`src/rtl/dfp96_unpack_norm_pkg.sv`:
```
// DFPPkg: shared types, constants and the DFP96 unpack helper for the
// DFP96 arithmetic datapath front end.
//
// Packed DFP96 layout (96 bits):
//   [95]    sign
//   [94:90] combination field G
//           G[4:1]==4'b1111 : special (G[0]=0 infinity, G[0]=1 NaN, signalling if [89]=1)
//           G[4:3]==2'b11   : exp[11:10]=G[2:1], MSD=8+G[0]
//           otherwise       : exp[11:10]=G[4:3], MSD=G[2:0]
//   [89:80] exponent continuation exp[9:0]
//   [79:0]  eight DPD declets holding the 24 trailing digits
package DFPPkg;

    localparam int DFP_N = 25;
    localparam logic [11:0] DFP96_EXP_INF = 12'hBFF;

    typedef logic [95:0] DFP96;

    typedef struct packed {
        logic                  sign;
        logic [11:0]           exp;
        logic [DFP_N*4-1:0]    dig;
        logic                  nan;
        logic                  qnan;
        logic                  snan;
        logic                  infinity;
    } DFP96U;

    typedef struct packed {
        logic                  sign;
        logic [11:0]           exp;
        logic [(DFP_N+1)*4-1:0] sig;
        logic                  nan;
        logic                  qnan;
        logic                  snan;
        logic                  infinity;
    } DFP96UN;

    typedef enum logic [1:0] {
        IDLE = 2'd0,
        UNPK = 2'd1,
        NORM = 2'd2,
        DONE = 2'd3
    } dfp_norm_state_t;

    // Densely-packed-decimal declet to three BCD digits.
    function automatic logic [11:0] dpd_dec(input logic [9:0] d);
        logic p, q, r, s, t, u, v, w, x, y;
        logic [11:0] res;
        {p, q, r, s, t, u, v, w, x, y} = d;
        if (!v) begin
            res = {1'b0, p, q, r, 1'b0, s, t, u, 1'b0, w, x, y};
        end else begin
            case ({w, x})
                2'b00:   res = {1'b0, p, q, r, 1'b0, s, t, u, 3'b100, y};
                2'b01:   res = {1'b0, p, q, r, 3'b100, u, 1'b0, s, t, y};
                2'b10:   res = {3'b100, r, 1'b0, s, t, u, 1'b0, p, q, y};
                default: begin
                    case ({s, t})
                        2'b00:   res = {3'b100, r, 3'b100, u, 1'b0, p, q, y};
                        2'b01:   res = {3'b100, r, 1'b0, p, q, u, 3'b100, y};
                        2'b10:   res = {1'b0, p, q, r, 3'b100, u, 3'b100, y};
                        default: res = {3'b100, r, 3'b100, u, 3'b100, y};
                    endcase
                end
            endcase
        end
        return res;
    endfunction

    // Split a packed DFP96 into sign, exponent, BCD digits and class flags.
    function automatic DFP96U DFPUnpack96(input DFP96 x);
        DFP96U u;
        logic [4:0] g;
        u = '0;
        g = x[94:90];
        u.sign = x[95];
        for (int k = 0; k < 8; k++) begin
            u.dig[k*12 +: 12] = dpd_dec(x[k*10 +: 10]);
        end
        if (g[4:1] == 4'b1111) begin
            u.exp          = DFP96_EXP_INF;
            u.dig[99:96]   = 4'h0;
            u.infinity     = ~g[0];
            u.nan          = g[0];
            u.snan         = g[0] & x[89];
            u.qnan         = g[0] & ~x[89];
        end else if (g[4:3] == 2'b11) begin
            u.exp          = {g[2:1], x[89:80]};
            u.dig[99:96]   = {3'b100, g[0]};
        end else begin
            u.exp          = {g[4:3], x[89:80]};
            u.dig[99:96]   = {1'b0, g[2:0]};
        end
        return u;
    endfunction

endpackage

```
`src/rtl/dfp96_unpack_norm_lzdc.sv`:
```
// dfp_lzdc: combinational leading-zero-digit counter over N BCD digits.
// Only instantiated when DFP_NORM_FAST_EN is defined.
module dfp_lzdc #(
    parameter int N = 25,
    parameter int W = $clog2(N)
) (
    input  logic [N*4-1:0] dig,
    output logic [W-1:0]   cnt
);

    logic found_s;

    // Count zero digits from the MSD down until the first non-zero digit.
    always_comb begin
        cnt     = '0;
        found_s = 1'b0;
        for (int k = N - 1; k >= 0; k--) begin
            if (!found_s && (dig[k*4 +: 4] == 4'h0)) begin
                cnt = cnt + {{(W-1){1'b0}}, 1'b1};
            end else begin
                found_s = 1'b1;
            end
        end
    end

endmodule

```
`src/rtl/dfp96_unpack_norm.sv`:
```
// dfp96_unpack_norm: unpacks a DFP96 operand and left-normalises its
// significand so that the MSD is non-zero (or the exponent reaches 0).
// Macro DFP_NORM_FAST_EN selects a fixed-latency single-shift normaliser;
// without it, normalisation shifts one digit per cycle.
module dfp96_unpack_norm
    import DFPPkg::*;
#(
    parameter int N = DFP_N
) (
    input  logic        clk,
    input  logic        rst,
    input  logic        ld,
    output logic        rdy,
    input  logic [95:0] i,
    output DFP96UN      o,
    output logic [4:0]  lzd,
    output logic        zero,
    output logic        valid,
    input  logic        o_ready
);

    localparam logic [4:0] LZD_MAX = 5'(N - 1);

    dfp_norm_state_t state_r, state_nx_s;
    logic [95:0]     opnd_r, opnd_nx_s;
    DFP96UN          o_r, o_nx_s;
    logic [4:0]      lzd_r, lzd_nx_s;
    logic            zero_r, zero_nx_s;
    logic            valid_r, valid_nx_s;
    logic            rdy_r, rdy_nx_s;
    DFP96U           unpk_s;
    logic            msd_zero_s;
    logic            sig_zero_s;
    logic            special_s;

`ifdef DFP_NORM_FAST_EN
    logic            ph_r, ph_nx_s;
    logic [4:0]      amt_r, amt_nx_s;
    logic [4:0]      lzc_s;

    dfp_lzdc #(.N(N), .W(5)) u_lzdc (
        .dig (o_r.sig[(N+1)*4-1:4]),
        .cnt (lzc_s)
    );
`endif

    assign unpk_s     = DFPUnpack96(opnd_r);
    assign msd_zero_s = (o_r.sig[(N+1)*4-1 -: 4] == 4'h0);
    assign sig_zero_s = (o_r.sig == '0);
    assign special_s  = o_r.nan | o_r.infinity;

    // Next-state and next-register computation for the unpack/normalise FSM.
    always_comb begin
        state_nx_s = state_r;
        opnd_nx_s  = opnd_r;
        o_nx_s     = o_r;
        lzd_nx_s   = lzd_r;
        zero_nx_s  = zero_r;
        valid_nx_s = valid_r;
        rdy_nx_s   = rdy_r;
`ifdef DFP_NORM_FAST_EN
        ph_nx_s    = ph_r;
        amt_nx_s   = amt_r;
`endif
        case (state_r)
            IDLE: begin
                if (ld) begin
                    opnd_nx_s  = i;
                    rdy_nx_s   = 1'b0;
                    state_nx_s = UNPK;
                end else begin
                    state_nx_s = IDLE;
                end
            end
            UNPK: begin
                o_nx_s.sign     = unpk_s.sign;
                o_nx_s.exp      = unpk_s.exp;
                o_nx_s.sig      = {unpk_s.dig, 4'h0};
                o_nx_s.nan      = unpk_s.nan;
                o_nx_s.qnan     = unpk_s.qnan;
                o_nx_s.snan     = unpk_s.snan;
                o_nx_s.infinity = unpk_s.infinity;
                lzd_nx_s        = 5'd0;
                zero_nx_s       = 1'b0;
`ifdef DFP_NORM_FAST_EN
                ph_nx_s         = 1'b0;
`endif
                state_nx_s      = NORM;
            end
            NORM: begin
`ifdef DFP_NORM_FAST_EN
                // Phase 0 sizes the shift, phase 1 applies it in one step.
                if (!ph_r) begin
                    if (special_s || sig_zero_s) begin
                        amt_nx_s = 5'd0;
                    end else if ({7'd0, lzc_s} > o_r.exp) begin
                        amt_nx_s = o_r.exp[4:0];
                    end else begin
                        amt_nx_s = lzc_s;
                    end
                    ph_nx_s = 1'b1;
                end else begin
                    o_nx_s.sig = o_r.sig << {amt_r, 2'b00};
                    o_nx_s.exp = o_r.exp - {7'd0, amt_r};
                    lzd_nx_s   = amt_r;
                    zero_nx_s  = sig_zero_s;
                    valid_nx_s = 1'b1;
                    ph_nx_s    = 1'b0;
                    state_nx_s = DONE;
                end
`else
                if (special_s || sig_zero_s) begin
                    zero_nx_s  = sig_zero_s;
                    valid_nx_s = 1'b1;
                    state_nx_s = DONE;
                end else if (msd_zero_s && (o_r.exp != 12'd0)) begin
                    o_nx_s.sig = {o_r.sig[(N+1)*4-5:0], 4'h0};
                    o_nx_s.exp = o_r.exp - 12'd1;
                    if (lzd_r == LZD_MAX) begin
                        lzd_nx_s = lzd_r;
                    end else begin
                        lzd_nx_s = lzd_r + 5'd1;
                    end
                end else begin
                    valid_nx_s = 1'b1;
                    state_nx_s = DONE;
                end
`endif
            end
            DONE: begin
                if (o_ready) begin
                    valid_nx_s = 1'b0;
                    rdy_nx_s   = 1'b1;
                    state_nx_s = IDLE;
                end else begin
                    state_nx_s = DONE;
                end
            end
            default: begin
                valid_nx_s = 1'b0;
                rdy_nx_s   = 1'b1;
                state_nx_s = IDLE;
            end
        endcase
    end

    // State and output registers; reset drops any operation in flight.
    always_ff @(posedge clk) begin
        if (rst) begin
            state_r <= IDLE;
            opnd_r  <= 96'd0;
            o_r     <= '0;
            lzd_r   <= 5'd0;
            zero_r  <= 1'b0;
            valid_r <= 1'b0;
            rdy_r   <= 1'b1;
`ifdef DFP_NORM_FAST_EN
            ph_r    <= 1'b0;
            amt_r   <= 5'd0;
`endif
        end else begin
            state_r <= state_nx_s;
            opnd_r  <= opnd_nx_s;
            o_r     <= o_nx_s;
            lzd_r   <= lzd_nx_s;
            zero_r  <= zero_nx_s;
            valid_r <= valid_nx_s;
            rdy_r   <= rdy_nx_s;
`ifdef DFP_NORM_FAST_EN
            ph_r    <= ph_nx_s;
            amt_r   <= amt_nx_s;
`endif
        end
    end

    assign o     = o_r;
    assign lzd   = lzd_r;
    assign zero  = zero_r;
    assign valid = valid_r;
    assign rdy   = rdy_r;

endmodule
```
`config.mk`:
```
export PLATFORM = sky130hd
export DESIGN_NAME = dfp96_unpack_norm
export DESIGN_NICKNAME = d
export VERILOG_FILES = /design/src/rtl/dfp96_unpack_norm_pkg.sv /design/src/rtl/dfp96_unpack_norm_lzdc.sv /design/src/rtl/dfp96_unpack_norm.sv
export SDC_FILE = /design/constraint.sdc
export NUM_CORES = 1
export LEC_CHECK = 0
export BUFFER_PORTS_ARGS = -buffer_cell sky130_fd_sc_hd__buf_2
export CORE_ASPECT_RATIO = 0.75
export CORE_MARGIN = 1.5
export CORE_UTILIZATION = 45
export CTS_CLUSTER_DIAMETER = 30
export CTS_CLUSTER_SIZE = 24
export DETAILED_ROUTE_END_ITERATION = 10
export PLACE_DENSITY = 0.69
export SLEW_MARGIN = 40
export SYNTH_ARGS = -nofsm -noshare
export SYNTH_HDL_FRONTEND = slang
export SYNTH_SLANG_ARGS = --single-unit
```
`constraint.sdc`:
```
create_clock -name clk -period 6.3 [get_ports clk]
set_input_delay 1.26 -clock clk [delete_from_list [all_inputs] [get_ports clk]]
set_output_delay 1.26 -clock clk [all_outputs]
set_load 0.03 [all_outputs]
```
Word-level counts from Yosys, hierarchy flattened
Index checks and enable logic that the tools add are counted.

storage, ports and cells
  bits in registers = 227

cells by class
  muxes and demuxes = 48
  reduce and logical (&&, ||, !) cells = 31
  add/subtract/negate cells = 2
  equal/unequal tests = 45
  bitwise logic cells = 5

operator list
  kind                                                                   number
  12-bit one-hot mux with 3 select lines                                 16
  116-bit 2-to-1 mux                                                     2
  116-bit one-hot mux with 2 select lines                                1
  104-bit zero test                                                      1
  12-bit 2-to-1 mux                                                      8
  2-bit equality test, second input constant                             19
  2-bit by 1-bit equality test with 1-bit output, second input constant  17
  2-bit zero test                                                        17
  16-bit 2-to-1 mux                                                      2
  5-bit 2-to-1 mux                                                       3
  2-bit inequality test, second input constant                           6
  12-bit nonzero test                                                    1
  12-bit by 1-bit subtractor with 12-bit output, second input constant   1
  5-bit one-hot mux with 2 select lines                                  1
  3-bit AND reduction                                                    3
  2-bit one-hot mux with 4 select lines                                  1
  1-bit 2-to-1 mux                                                       7
  2-bit 2-to-1 mux                                                       3
  1-bit one-hot mux with 2 select lines                                  3
  2-bit nonzero test                                                     3
  5-bit by 1-bit adder with 5-bit output, second input constant          1
  5-bit equality test, second input constant                             1
  4-bit equality test, second input constant                             1
  4-bit zero test                                                        1
  9 further kinds                                                        12

Logic depth before layout (Yosys ltp)
Gate-level depths: netlist of run 1.

  word-level depth = 5
  mapped depth = 11
  gate-level depth less buffers = 8

Least setup slack after synthesis of run 1
Ideal clock, no wire load.

  path type = input to register
  start point = input ld
  end point = register opnd_r[61]
  path slack = 3.832 ns
  arrival = 2.397 ns
  required time = 6.230 ns
  stages on the path = 7
  path buffers = 3
  cell sequence = nand2b_1 > or2_2 > clkbuf_1 > clkbuf_1 > buf_1 > nand2_1 > a21oi_1

on the way
  cells in the longest elaborated chain, start to end = 1

RTL lines
  item                                  RTL line                  RTL
  start: declaration                    dfp96_unpack_norm.sv:12   input logic ld,
  2-bit AND reduction (no source line)  --
  end signal: assignment                dfp96_unpack_norm.sv:163  opnd_r <= opnd_nx_s;
  end: declaration                      dfp96_unpack_norm.sv:25   logic [95:0] opnd_r, opnd_nx_s;

Every way passes these cells.
A chain may end at the register's enable or synchronous reset.

Worst setup path in the final report of run 1
  start point = register o_r, in the netlist o[8]
  end point = register o_r, in the netlist o[78]

on the way
  cells in the longest elaborated chain, start to end = 4

RTL lines
  item                                    RTL line                  RTL
  start: declaration                      dfp96_unpack_norm.sv:26   DFP96UN o_r, o_nx_s;
  start signal: assignment                dfp96_unpack_norm.sv:164  o_r <= o_nx_s;
  104-bit zero test                       dfp96_unpack_norm.sv:49   assign sig_zero_s = (o_r.sig == '0);
  1-bit logical OR                        dfp96_unpack_norm.sv:112  if (special_s || sig_zero_s) begin
  2-bit inequality test (no source line)  --
  3-bit AND reduction (no source line)    --

Every way passes these cells.

==> metrics.md, run 1 <==
| Metric | Value |
|---|---|
| CP endpoint kind | `flop` |
| Global-route wire length before repair | `50,520 um` |
| Fin crit share | `55.22%` |
| CTS buffer count | `42` |
| Reg2Reg Depth | `7` |
| Fin crit period | `3.479 ns` |
| Mapped cell area | `10,310 um^2` |
| Crit path launch | `o[8]` |
| Initial antenna violation count | `0` |
| 1st-iter DRT viols | `1,052` |
| Num ports | `229` |
| Largest net degree at the start of global routing | `107` |
| Initial Util | `46.26%` |
| Overall routed net length | `32,380 um` |
| Combinational cell fraction of total power | `28.1%` |
| Layout cell share with drive strength beyond 1 | `20.91%` |
| Unrepaired setup endpoints after global routing | `false` |
| CTS Hold Bufs | `0` |
| H-tree depth | `2` |
| Data arrival, critical path | `3.90 ns` |
| Worst Hold Class | `reg2reg` |
| Fin Hold WS | `0.4482 ns` |
| Post_cts resized | `0` |
| Netlist cell types | `57` |
| Clock Pin Slew Worst Setup and Hold Paths | `0.05 ns` |
| FF-to-FF Start | `o[8]` |
| Antenna-violating nets left | `0` |
| FMAX | `287.5 MHz` |
| Relative slew slack | `between 40% and 50%` |
| Row count | `47` |
| Vias after detailed routing | `between 10,000 and 15,000` |
| Number of flops mapped to enable cells by yosys | `0` |
| Status | `finished, final reports clean` |
| Leakage dissipation | `5.155 nW` |
| Async SR Flop Fraction | `0%` |
| Power Dens Cells | `463.4 nW/um^2` |
| Die X | `between 150 and 200 um` |
| Final Hold Viols | `0` |
| P_int | `3.803 mW` |
| Clock sink total | `223` |
| Critical Path Fanout Max | `40` |
| Pre-antenna DRT Iters | `5` |
| Ys Warns | `0` |
| Critical path data required time | `approximately 6.7 ns` |
| Pre-CTS setup slack | `approximately 2.8 ns` |
| Fin nets | `about 1,600` |
| Switching Share | `36.52%` |
| Setup ws final | `2.821 ns` |
| Vias in the first global route | `9,412` |
| Maximum VDD drop | `0.2516 mV` |
| Skew-Pair Late Insertion Delay | `0.51 ns` |
| IO Port Bufs | `224` |
| Setup crit end | `o[78]` |
| DPL Wire Length | `21,450 um` |
| Mean post-synth cell area | `7.504 um^2` |
| Cell count after synthesis | `1,374` |
| Sequential share of power | `32.5%` |
| Max-slew violations | `0` |
| Core Box Area | `~22,000 um^2` |
| Critical path class | `reg2reg` |
| Layout Cells excl Fill | `1,853` |
| Cells after DPL | `1,776` |
| Seq/Total Area, Yosys | `a little over two fifths` |
| Max-cap violations | `0` |
| Final setup fails | `0` |
| Root buf cell | `clkbuf_16` |
| Layout Skew | `0.01292 ns` |
| Routed wire per std cell | `17.48 um` |
| Vias/cell | `5.740` |
| Clock power frac | `roughly two fifths` |
| Main synth FF type | `dfxtp_1` |
| Register bit total from synthesis | `223` |
| Psw | `2.188 mW` |
| GRT Residual Overflow | `0` |
| Area grow syn2layout | `25.40%` |
| Die Y | `134.1 um` |
| Post-CTS Setup Inserts | `0` |
| Detailed-route DRC error count | `0` |
| Worst R2R Setup Slack | `roughly 2.8 ns` |
| Antenna diodes | `0` |
| CTS tree | `done` |
| Final TNS setup | `0 ns` |
| All-Layer GR Usage | `26.29%` |
| Reg2reg end | `o[78]` |
| Crit start category | `flop` |
| Die area | `about 24,000 um^2` |
| Placer Congestion | `0.8792` |
| Least-Margin Pin Slew | `0.7863 ns` |
| Longest Clk Path Bufs | `3` |
[cells in the mapped netlist, types with 18 or more instances]
cell type	number	share of area [%]
o21ai_0	37	1.8
nand3_1	43	2.1
dfxtp_1	223	43
nor2_1	115	4.2
nor4_1	27	1.6
clkbuf_1	97	3.5
a21oi_1	167	8.1
nor3_1	38	1.8
a221oi_1	18	1.5
inv_1	25	0.91
o211ai_1	28	2.0
nand2_1	344	13
a311oi_1	32	2.7
[how the worst min path moves through the flow]
stage | startpoint | to | slack [ns] | cells after the start
after floorplan | opnd_r[95] | o[120] | 0.43 | 2
after global placement | o[1] | o[1] | 0.44 | 2
after detailed placement | o[1] | o[1] | 0.45 | 2
after CTS | o[1] | o[1] | 0.45 | 2
after global routing | opnd_r[40] | opnd_r[40] | 0.48 | 2
final | o[120] | o[120] | 0.45 | 2
[cells in the final DEF, fill, tap and decap left out, drive strengths merged, types with 14 or more instances in the layout]
| cell type | instances |
|---|---|
| nand2 | 344 |
| a211oi | 14 |
| nand4 | 16 |
| o21ai | 37 |
| a221oi | 19 |
| a21oi | 168 |
| nor4 | 27 |
| nand3 | 43 |
| nor3 | 38 |
| clkbuf | 61 |
| inv | 25 |
| dfxtp | 223 |
| a31oi | 16 |
| a311oi | 32 |
| o211ai | 28 |
| nor2 | 115 |
| buf | 237 |
[metal layers]
layer	vias to the layer above	wire (um)	part of all wire, %	GRT usage (%)
li1	5151	-	-	-
met1	4992	14970	46	38.66
met2	442	13860	43	37.41
met3	51	2837	8.8	6.973
met4	0	712	2.2	7.610
met5	-	0	0	0
[cell type report]
class | count | area, um^2
clock buffer | 61 | 1266
clock inverter | 14 | 232.7
fill | 2059 | 9359
inverter | 25 | 93.84
multi-input combinational | 999 | 5185
sequential | 223 | 4464
tap | 294 | 367.9
timing repair buffer | 237 | 1319
[worst max-delay path: stages, from the launching register on]
cell and delay (ns):
dfxtp_1 0.35, nor4_1 0.61, nand4_1 0.22, nor4b_1 0.65
a21o_2 0.76, buf_4 0.46, a221oi_1 0.11, nor3_1 0.20
[stage by stage]
step / power, mW / instance area (um^2) / utilization [%]
2_1_floorplan: 3.125 / 10320 / -
3_3_place_gp: 3.588 / 11320 / 50.81
3_5_place_dp: 3.619 / 11360 / 50.99
4_1_cts: 5.990 / 12860 / 57.72
5_1_grt: 6.282 / 12930 / 58.01
6_report: 5.991 / 12930 / 58.01
[cells by family after synthesis]
kind of cell    Yosys count  synth area share [%]
fa+ha+maj                 4                0.4855
buf+inv                 155                 6.942
other cells               1               0.03637
flops                   223                 43.30
compound gates          363                 22.57
xor+xnor                  1               0.08497
simple gates            617                 25.50
mux                      10                 1.080
[power by group through the flow]
stage | Sequential [mW] | Combinational (mW) | Clock [mW]
3_3_place_gp | 1.95 | 1.64 | 0
4_1_cts | 1.94 | 1.67 | 2.38
5_1_grt | 1.98 | 1.84 | 2.46
6_report | 1.95 | 1.68 | 2.36
3_5_place_dp | 1.96 | 1.66 | 0
2_1_floorplan | 2.17 | 0.960 | 0
[state kept, by name, summed over array words and instances, names as in the netlist]
signal   flops
zero         1
valid        1
o          117
state_r      2
opnd_r      96
lzd          5
rdy          1
(Power assumes the default switching activity.)
==> inputs of run 2 (changes only) <==
==> constraint.sdc (replaced) <==
create_clock -name clk -period 3.55 [get_ports clk]
set_input_delay 0.71 -clock clk [delete_from_list [all_inputs] [get_ports clk]]
set_output_delay 0.71 -clock clk [all_outputs]
set_load 0.03 [all_outputs]
==> run 2 against run 1 <==
Compared with the run above: critical path depth rose by 1; critical path type unchanged; largest cell class unchanged; first-iteration DRC count rose by 7.4%; design area fell by 0.54%; power rose by 75%; core utilization fell by 0.31 points; non-clock buffer count rose by 5; clock power rose by 69%; clock skew rose by 0.0019 ns; die area did not move; setup slack got worse by 2.3 ns; maximum frequency rose by 15%.
==> metrics.md, run 2 (same netlist as run 1, synthesis figures left out) <==
| Metric | Value |
|---|---|
| Core Util, Final | `57.69% (-0.31 points)` |
| Least-Margin Pin Slew | `0.7919 ns (+0.005608 ns)` |
| 1st-iter DRT viols | `1,130 (+7.4%)` |
| Antenna diodes | `0 (unchanged)` |
| Row count | `47 (unchanged)` |
| Area grow syn2layout | `24.72%` |
| Power Dens Cells | `815.5 nW/um^2 (+76%)` |
| Initial antenna violation count | `0 (unchanged)` |
| FMAX | `331.5 MHz (+15%)` |
| Leakage dissipation | `5.122 nW (-0.64%)` |
| Worst Hold Class | `in2reg` |
| Critical path class | `reg2reg` |
| Crit start category | `flop` |
| All-Layer GR Usage | `26.58% (+0.28 points)` |
| Routed wire per std cell | `17.40 um (-0.45%)` |
| Die Y | `134.1 um (unchanged)` |
| Status | `finished, final reports clean` |
| Critical path data required time | `3.99 ns (-2.73 ns)` |
| Relative slew slack | `47.21% (-0.37 points)` |
| Vias in the first global route | `9,585 (+1.8%)` |
| Final Hold Viols | `0 (unchanged)` |
| Antenna-violating nets left | `0 (unchanged)` |
| Global-route wire length before repair | `51,410 um (+1.7%)` |
| Fin nets | `1,634 (+0.12%)` |
| CTS Hold Bufs | `0 (unchanged)` |
| IO Port Bufs | `224 (unchanged)` |
| Max-cap violations | `0 (unchanged)` |
| Commonest cells after routing, fill and taps aside | `344 x nand2_1, 223 x buf_2, 223 x dfxtp_1, 166 x a21oi_1, 114 x nor2_1` |
| CP endpoint kind | `flop` |
| Data arrival, critical path | `3.46 ns (-0.44 ns)` |
| Core Box Area | `22,290 um^2 (unchanged)` |
| M1 WL | `14,960 um (about the same)` |
| Top layer in use | `met4` |
| Clock Pin Slew Worst Setup and Hold Paths | `0.05 ns (about the same)` |
| Vias after detailed routing | `10,640 (+0.075%)` |
| Largest net degree at the start of global routing | `101 (-5.6%)` |
| Pre-antenna DRT Iters | `6 (+1)` |
| Longest Clk Path Bufs | `3 (unchanged)` |
| Final TNS setup | `0 ns (unchanged)` |
| CTS buffer count | `39 (-7.1%)` |
| WL met2 | `13,790 um (-0.51%)` |
| Max reg flops | `117 (unchanged)` |
| Maximum VDD drop | `0.3807 mV (+51%)` |
| Unrepaired setup endpoints after global routing | `false` |
| Critical Path Fanout Max | `25 (-38%)` |
| GRT Residual Overflow | `0 (unchanged)` |
| H-tree depth | `2 (unchanged)` |
| Final setup fails | `0 (unchanged)` |
| Die X | `177.8 um (unchanged)` |
| Initial Util | `46.26% (unchanged)` |
| DP Area | `11,440 um^2 (+0.68%)` |
| Vias/cell | `5.741 (about the same)` |
| WL met3 | `2907 um (+2.5%)` |
| Post-layout instance area | `12,860 um^2 (-0.54%)` |
| Max-slew violations | `0 (unchanged)` |
| Fin crit period | `3.017 ns (-0.4619 ns)` |
| Leading cell type in the layout, fill and taps excluded | `nand2_1` |
| Root buf cell | `clkbuf_16` |
| Layout Skew | `0.01481 ns (+0.001888 ns)` |
| Overall routed net length | `32,250 um (-0.40%)` |
| Post_cts resized | `0 (unchanged)` |
| Num ports | `229 (unchanged)` |
| DPL Wire Length | `21,280 um (-0.80%)` |
| Detailed-route DRC error count | `0 (unchanged)` |
| Layout cell share with drive strength beyond 1 | `21.22% (+0.31 points)` |
| Skew-Pair Late Insertion Delay | `0.51 ns (about the same)` |
| Post-CTS Setup Inserts | `0 (unchanged)` |
| Placer Congestion | `0.8763 (-0.33%)` |
| Clock sink total | `223 (unchanged)` |
| Fin crit share | `84.98% (+30 points)` |
| CTS tree | `done` |
| Die area | `23,840 um^2 (unchanged)` |
## run 2: final cells by class
cell class,instances,area (um^2)
inverters,25,93.84
repair buffers,242,1338
flip-flops and latches,223,4464
multi-input cells,999,5179
well taps,294,367.9
clock inverters,22,321.6
fillers,2148,9429
clock buffers,49,1095
## run 2: final timing paths
kind                                  from         end  slack [ns]  cells after the start
worst min-delay path                 i[77]  opnd_r[77]        0.43                      3
worst max-delay path                 o[81]      o[118]        0.53                      8
worst max register to register       o[81]      o[118]        0.53                      8
worst min register to register  opnd_r[83]  opnd_r[83]        0.45                      2
## run 2: critical path, cell delays in order, from the launching register on
cell,delay (ns)
dfxtp_1,0.37
nor4_1,0.54
buf_4,0.20
nand4_1,0.13
nor4b_1,0.63
a21o_2,0.54
buf_12,0.24
o21ai_0,0.13
a21oi_1,0.16
## run 2: per-stage QoR
stage          hold slack (ns)  instances  worst slack, ns  total power, mW
2_1_floorplan           0.4322       1377            1.257            5.546
3_3_place_gp            0.4415       1783           0.5479            6.439
3_5_place_dp            0.4445       1783           0.6203            6.482
4_1_cts                 0.4191       1854           0.5957            10.51
5_1_grt                 0.4359       1854           0.3466            10.99
6_report                0.4292       1854           0.5332            10.49
## run 2: where the power goes
part / switching (mW) / total [mW] / internal, mW
clock: 1.31 / 4.00 / 2.70
sequential: 0.560 / 3.48 / 2.92
combinational: 2.04 / 3.00 / 0.955
## run 2: layer usage
layer,vias up,GRT usage [%]
met1,4967,39.21
li1,5167,-
met5,-,0
met4,0,7.470
met2,455,38.41
met3,55,6.179
==> inputs of run 3 (changes only) <==
--- a/config.mk
+++ b/config.mk
@@ -5,6 +5,7 @@
 export SDC_FILE = /design/constraint.sdc
 export NUM_CORES = 1
 export LEC_CHECK = 0
+export ABC_AREA = 1
 export BUFFER_PORTS_ARGS = -buffer_cell sky130_fd_sc_hd__buf_2
 export CORE_ASPECT_RATIO = 0.75
 export CORE_MARGIN = 1.5
@@ -12,7 +13,7 @@
 export CTS_CLUSTER_DIAMETER = 30
 export CTS_CLUSTER_SIZE = 24
 export DETAILED_ROUTE_END_ITERATION = 10
-export PLACE_DENSITY = 0.69
+export PLACE_DENSITY = 0.68
 export SLEW_MARGIN = 40
 export SYNTH_ARGS = -nofsm -noshare
 export SYNTH_HDL_FRONTEND = slang
==> constraint.sdc (replaced) <==
create_clock -name clk -period 3.07 [get_ports clk]
set_input_delay 0.614 -clock clk [delete_from_list [all_inputs] [get_ports clk]]
set_output_delay 0.614 -clock clk [all_outputs]
set_load 0.03 [all_outputs]
==> run 3 against run 2 <==
Compared with the run above: cell count increased by 25%; sequential power is 16% higher; largest cell class unchanged; sequential share of layout area fell by 3.6 points; highest routed layer unchanged; power up 31%.
==> metrics.md, run 3 <==
| Metric | Value |
|---|---|
| Status | `finished, final reports clean` |
| Worst R2R Setup Slack | `0.82 ns (+0.28 ns)` |
| Switching Share | `37.17% (-0.12 points)` |
| Maximum VDD drop | `0.4904 mV (+29%)` |
| Top cells by count, synth | `355 x nor2_1, 312 x nand2_1, 223 x dfxtp_1, 182 x o21ai_0, 166 x a21oi_1` |
| FMAX | `443.5 MHz (+34%)` |
| Core Box Area | `24,960 um^2 (+12%)` |
| Worst hold start | `i[24]` |
| Leakage dissipation | `6.924 nW (+35%)` |
| Die X | `186.9 um (+5.1%)` |
| Final TNS setup | `0 ns (unchanged)` |
| Placer Congestion | `0.9222 (+5.2%)` |
| Synth area leaders | `dfxtp_1 39%, nor2_1 12%, nand2_1 10%` |
| Fin crit period | `2.255 ns (-0.7623 ns)` |
| Post-CTS Setup Inserts | `0 (unchanged)` |
| Power Dens Cells | `955.8 nW/um^2 (+17%)` |
| Fin nets | `2,051 (+26%)` |
| Die area | `26,350 um^2 (+11%)` |
| Data arrival, critical path | `2.67 ns (-0.79 ns)` |
| Final Hold Viols | `0 (unchanged)` |
| Detailed-route DRC error count | `0 (unchanged)` |
| All-Layer GR Usage | `25.43% (-1.1 points)` |
| Top-count cell post-synth | `nor2_1` |
| Vias/cell | `5.296 (-7.8%)` |
| Worst Hold Class | `in2reg` |
| Reg2Reg Depth | `13 (+5)` |
| Max reg flops | `117 (unchanged)` |
| Post_cts resized | `0 (unchanged)` |
| Ys Warns | `0 (unchanged)` |
| CTS buffer count | `47 (+21%)` |
| FF-to-FF Start | `o[62]` |
| Leading cell type in the layout, fill and taps excluded | `nor2_1` |
| Longest Clk Path Bufs | `3 (unchanged)` |
| Mean post-synth cell area | `6.414 um^2 (-15%)` |
| Critical Path Fanout Max | `85 (+240%)` |
| Least-Margin Pin Slew | `0.8089 ns (+0.01700 ns)` |
| Routed wire per std cell | `14.89 um (-14%)` |
| Fill cell count | `2,456 (+14%)` |
| Row count | `50 (+6.4%)` |
| Reg2reg end | `o[71]` |
| Root buf cell | `clkbuf_16` |
| Commonest cells after routing, fill and taps aside | `355 x nor2_1, 310 x nand2_1, 224 x buf_2, 223 x dfxtp_1, 182 x o21ai_0` |
| Main synth FF type | `dfxtp_1` |
| Crit path cell chain | `nor2_1 -> nand2_1 -> nor2_1 -> nand2_1 -> nor2_1 -> nand2_1 -> inv_2 -> nand2_2 -> nand3_4 -> buf_12 -> nand3_1 -> nand2_1 -> nor2_1` |
| Area grow syn2layout | `25.78%` |
| P_int | `8.624 mW (+31%)` |
| 1st-iter DRT viols | `1,010 (-11%)` |
| Pre-antenna DRT Iters | `7 (+1)` |
| Fin crit share | `73.44% (-12 points)` |
| DPL Wire Length | `22,810 um (+7.2%)` |
| Num ports | `229 (unchanged)` |
| CTS Hold Bufs | `0 (unchanged)` |
| Antenna-violating nets left | `0 (unchanged)` |
| Max-cap violations | `0 (unchanged)` |
| CTS tree | `done` |
| Hold Crit Endpoint | `opnd_r[24]` |
| IO Port Bufs | `224 (unchanged)` |
| CP endpoint kind | `flop` |
| Largest net degree at the start of global routing | `135 (+34%)` |
| Setup ws final | `0.8154 ns (+0.2823 ns)` |
| Yosys top cell by area | `dfxtp_1` |
| Unrepaired setup endpoints after global routing | `false` |
| Fin Hold WS | `0.3217 ns (-0.1075 ns)` |
| Combinational cell fraction of total power | `31.0% (+2.4 points)` |
| Pre-CTS setup slack | `0.8815 ns (+0.2613 ns)` |
| CP max stage delay | `0.34 ns (-0.29 ns)` |
| Netlist cell types | `37 (-35%)` |
| GRT Residual Overflow | `0 (unchanged)` |
| Relative slew slack | `45.39% (-1.8 points)` |
| Vias in the first global route | `10,750 (+12%)` |
| Async SR Flop Fraction | `0% (unchanged)` |
| Clock power frac | `39.5% (+1.3 points)` |
| Mapped cell area | `11,420 um^2 (+11%)` |
| Vias after detailed routing | `12,300 (+16%)` |
| H-tree depth | `2 (unchanged)` |
| Die Y | `140.9 um (+5.1%)` |
| Final setup fails | `0 (unchanged)` |
| Sequential share of power | `29.4% (-3.8 points)` |
| Global-route wire length before repair | `55,240 um (+7.5%)` |
| Hold path cells | `3 (unchanged)` |
| Clock Pin Slew Worst Setup and Hold Paths | `0.05 ns (about the same)` |
| Initial Util | `45.74% (-0.52 points)` |
| Max-slew violations | `0 (unchanged)` |
| Register bit total from synthesis | `223 (unchanged)` |
| Psw | `5.101 mW (+30%)` |
| Number of flops mapped to enable cells by yosys | `0 (unchanged)` |
| Seq/Total Area, Yosys | `39.10% (-4.2 points)` |
| Layout cell share with drive strength beyond 1 | `17.24% (-4.0 points)` |
| Layout Skew | `0.01412 ns (-0.0006924 ns)` |
| Clock sink total | `223 (unchanged)` |
| Crit start category | `flop` |
| Skew-Pair Late Insertion Delay | `0.54 ns (+0.03 ns)` |
| Critical path data required time | `3.49 ns (-0.50 ns)` |
| CP max-delay cell | `dfxtp_1` |
| Critical path class | `reg2reg` |
| Overall routed net length | `34,590 um (+7.2%)` |
| Initial antenna violation count | `1 (+1)` |
| Cell count after synthesis | `1,780 (+30%)` |
| Share of Yosys cell area claimed by the top area cell type | `39.10% (-4.2 points)` |
==> run 3: cell types whose count changed after synthesis, sizes merged, moves of 17 or more <==
| cell | change |
|---|---|
| o211ai | -17 |
| clkbuf | -28 |
| nor4 | -27 |
| nand2 | -30 |
| o21ai | +147 |
| nor2 | +242 |
| nor3 | -35 |
| nand3b | +21 |
| nand3 | +102 |
| inv | +127 |
| a221oi | -19 |
| buf | +23 |
| a311oi | -32 |
==> run 3: power by group through the flow <==
stage               logic (mW)  clock network, mW  registers (mW)
floorplan                 2.47                  0            4.63
global placement          4.17                  0            4.07
detailed placement        4.23                  0            4.07
CTS                       4.26               5.49            4.02
global route              4.75               5.63            4.11
finish                    4.26               5.43            4.04
==> run 3: layout make-up <==
class	count	area (um^2)	share of cell area, %
Antenna cell	1	2.502	0.01743
Clock buffer	64	1383	9.628
Clock inverter	22	327.8	2.283
Inverter	155	591.8	4.121
Multi-Input combinational cell	1280	5839	40.66
Sequential cell	223	4464	31.09
Tap cell	338	422.9	2.945
Timing Repair Buffer	240	1329	9.253
==> run 3: worst max-delay path by stage <==
stage                start    end  slack, ns  cells past startpoint
finish               o[62]  o[71]       0.82                     13
detailed placement   o[62]  o[71]       0.88                     13
CTS                  o[62]  o[71]       0.85                     13
floorplan           o[108]  o[48]       1.15                     10
global placement     o[62]  o[32]       0.90                     13
global route         o[82]  o[71]       0.63                     13
==> run 3: cells by family after synthesis <==
logic type,count (synthesis),synth area share (%)
AOI/OAI and AO/OA,411,19.12
xor gates and xnor gates,2,0.1535
adders and majority gates,4,0.4384
buffers and inverters,280,9.984
DFF,223,39.10
other,1,0.03285
and+or+nand+nor,859,31.17
==> run 3: per-layer routing <==
layer  GRT usage, %  wire length (um)
met1          36.44             16450
met2          37.49             14490
met3          5.626              2815
met4          8.871               833
met5              0                 0
==> run 3: metrics by stage <==
| stage | total power, mW | instance area, um^2 | utilization, % | std cells |
|---|---|---|---|---|
| final | 13.73 | 14360 | 57.53 | 2323 |
| after global routing | 14.49 | 14360 | 57.53 | 2323 |
| after CTS | 13.78 | 14360 | 57.52 | 2322 |
| after detailed placement | 8.297 | 12650 | 50.67 | 2236 |
| after global placement | 8.234 | 12650 | 50.67 | 2236 |
| after floorplan | 7.107 | 11430 | - | 1783 |
==> run 3: critical path: cells and delay by family (launching register included) <==
family                 cells  cell delay (ns)
DFF                        1             0.34
buffers and inverters      2             0.40
and+or+nand+nor           11             1.34
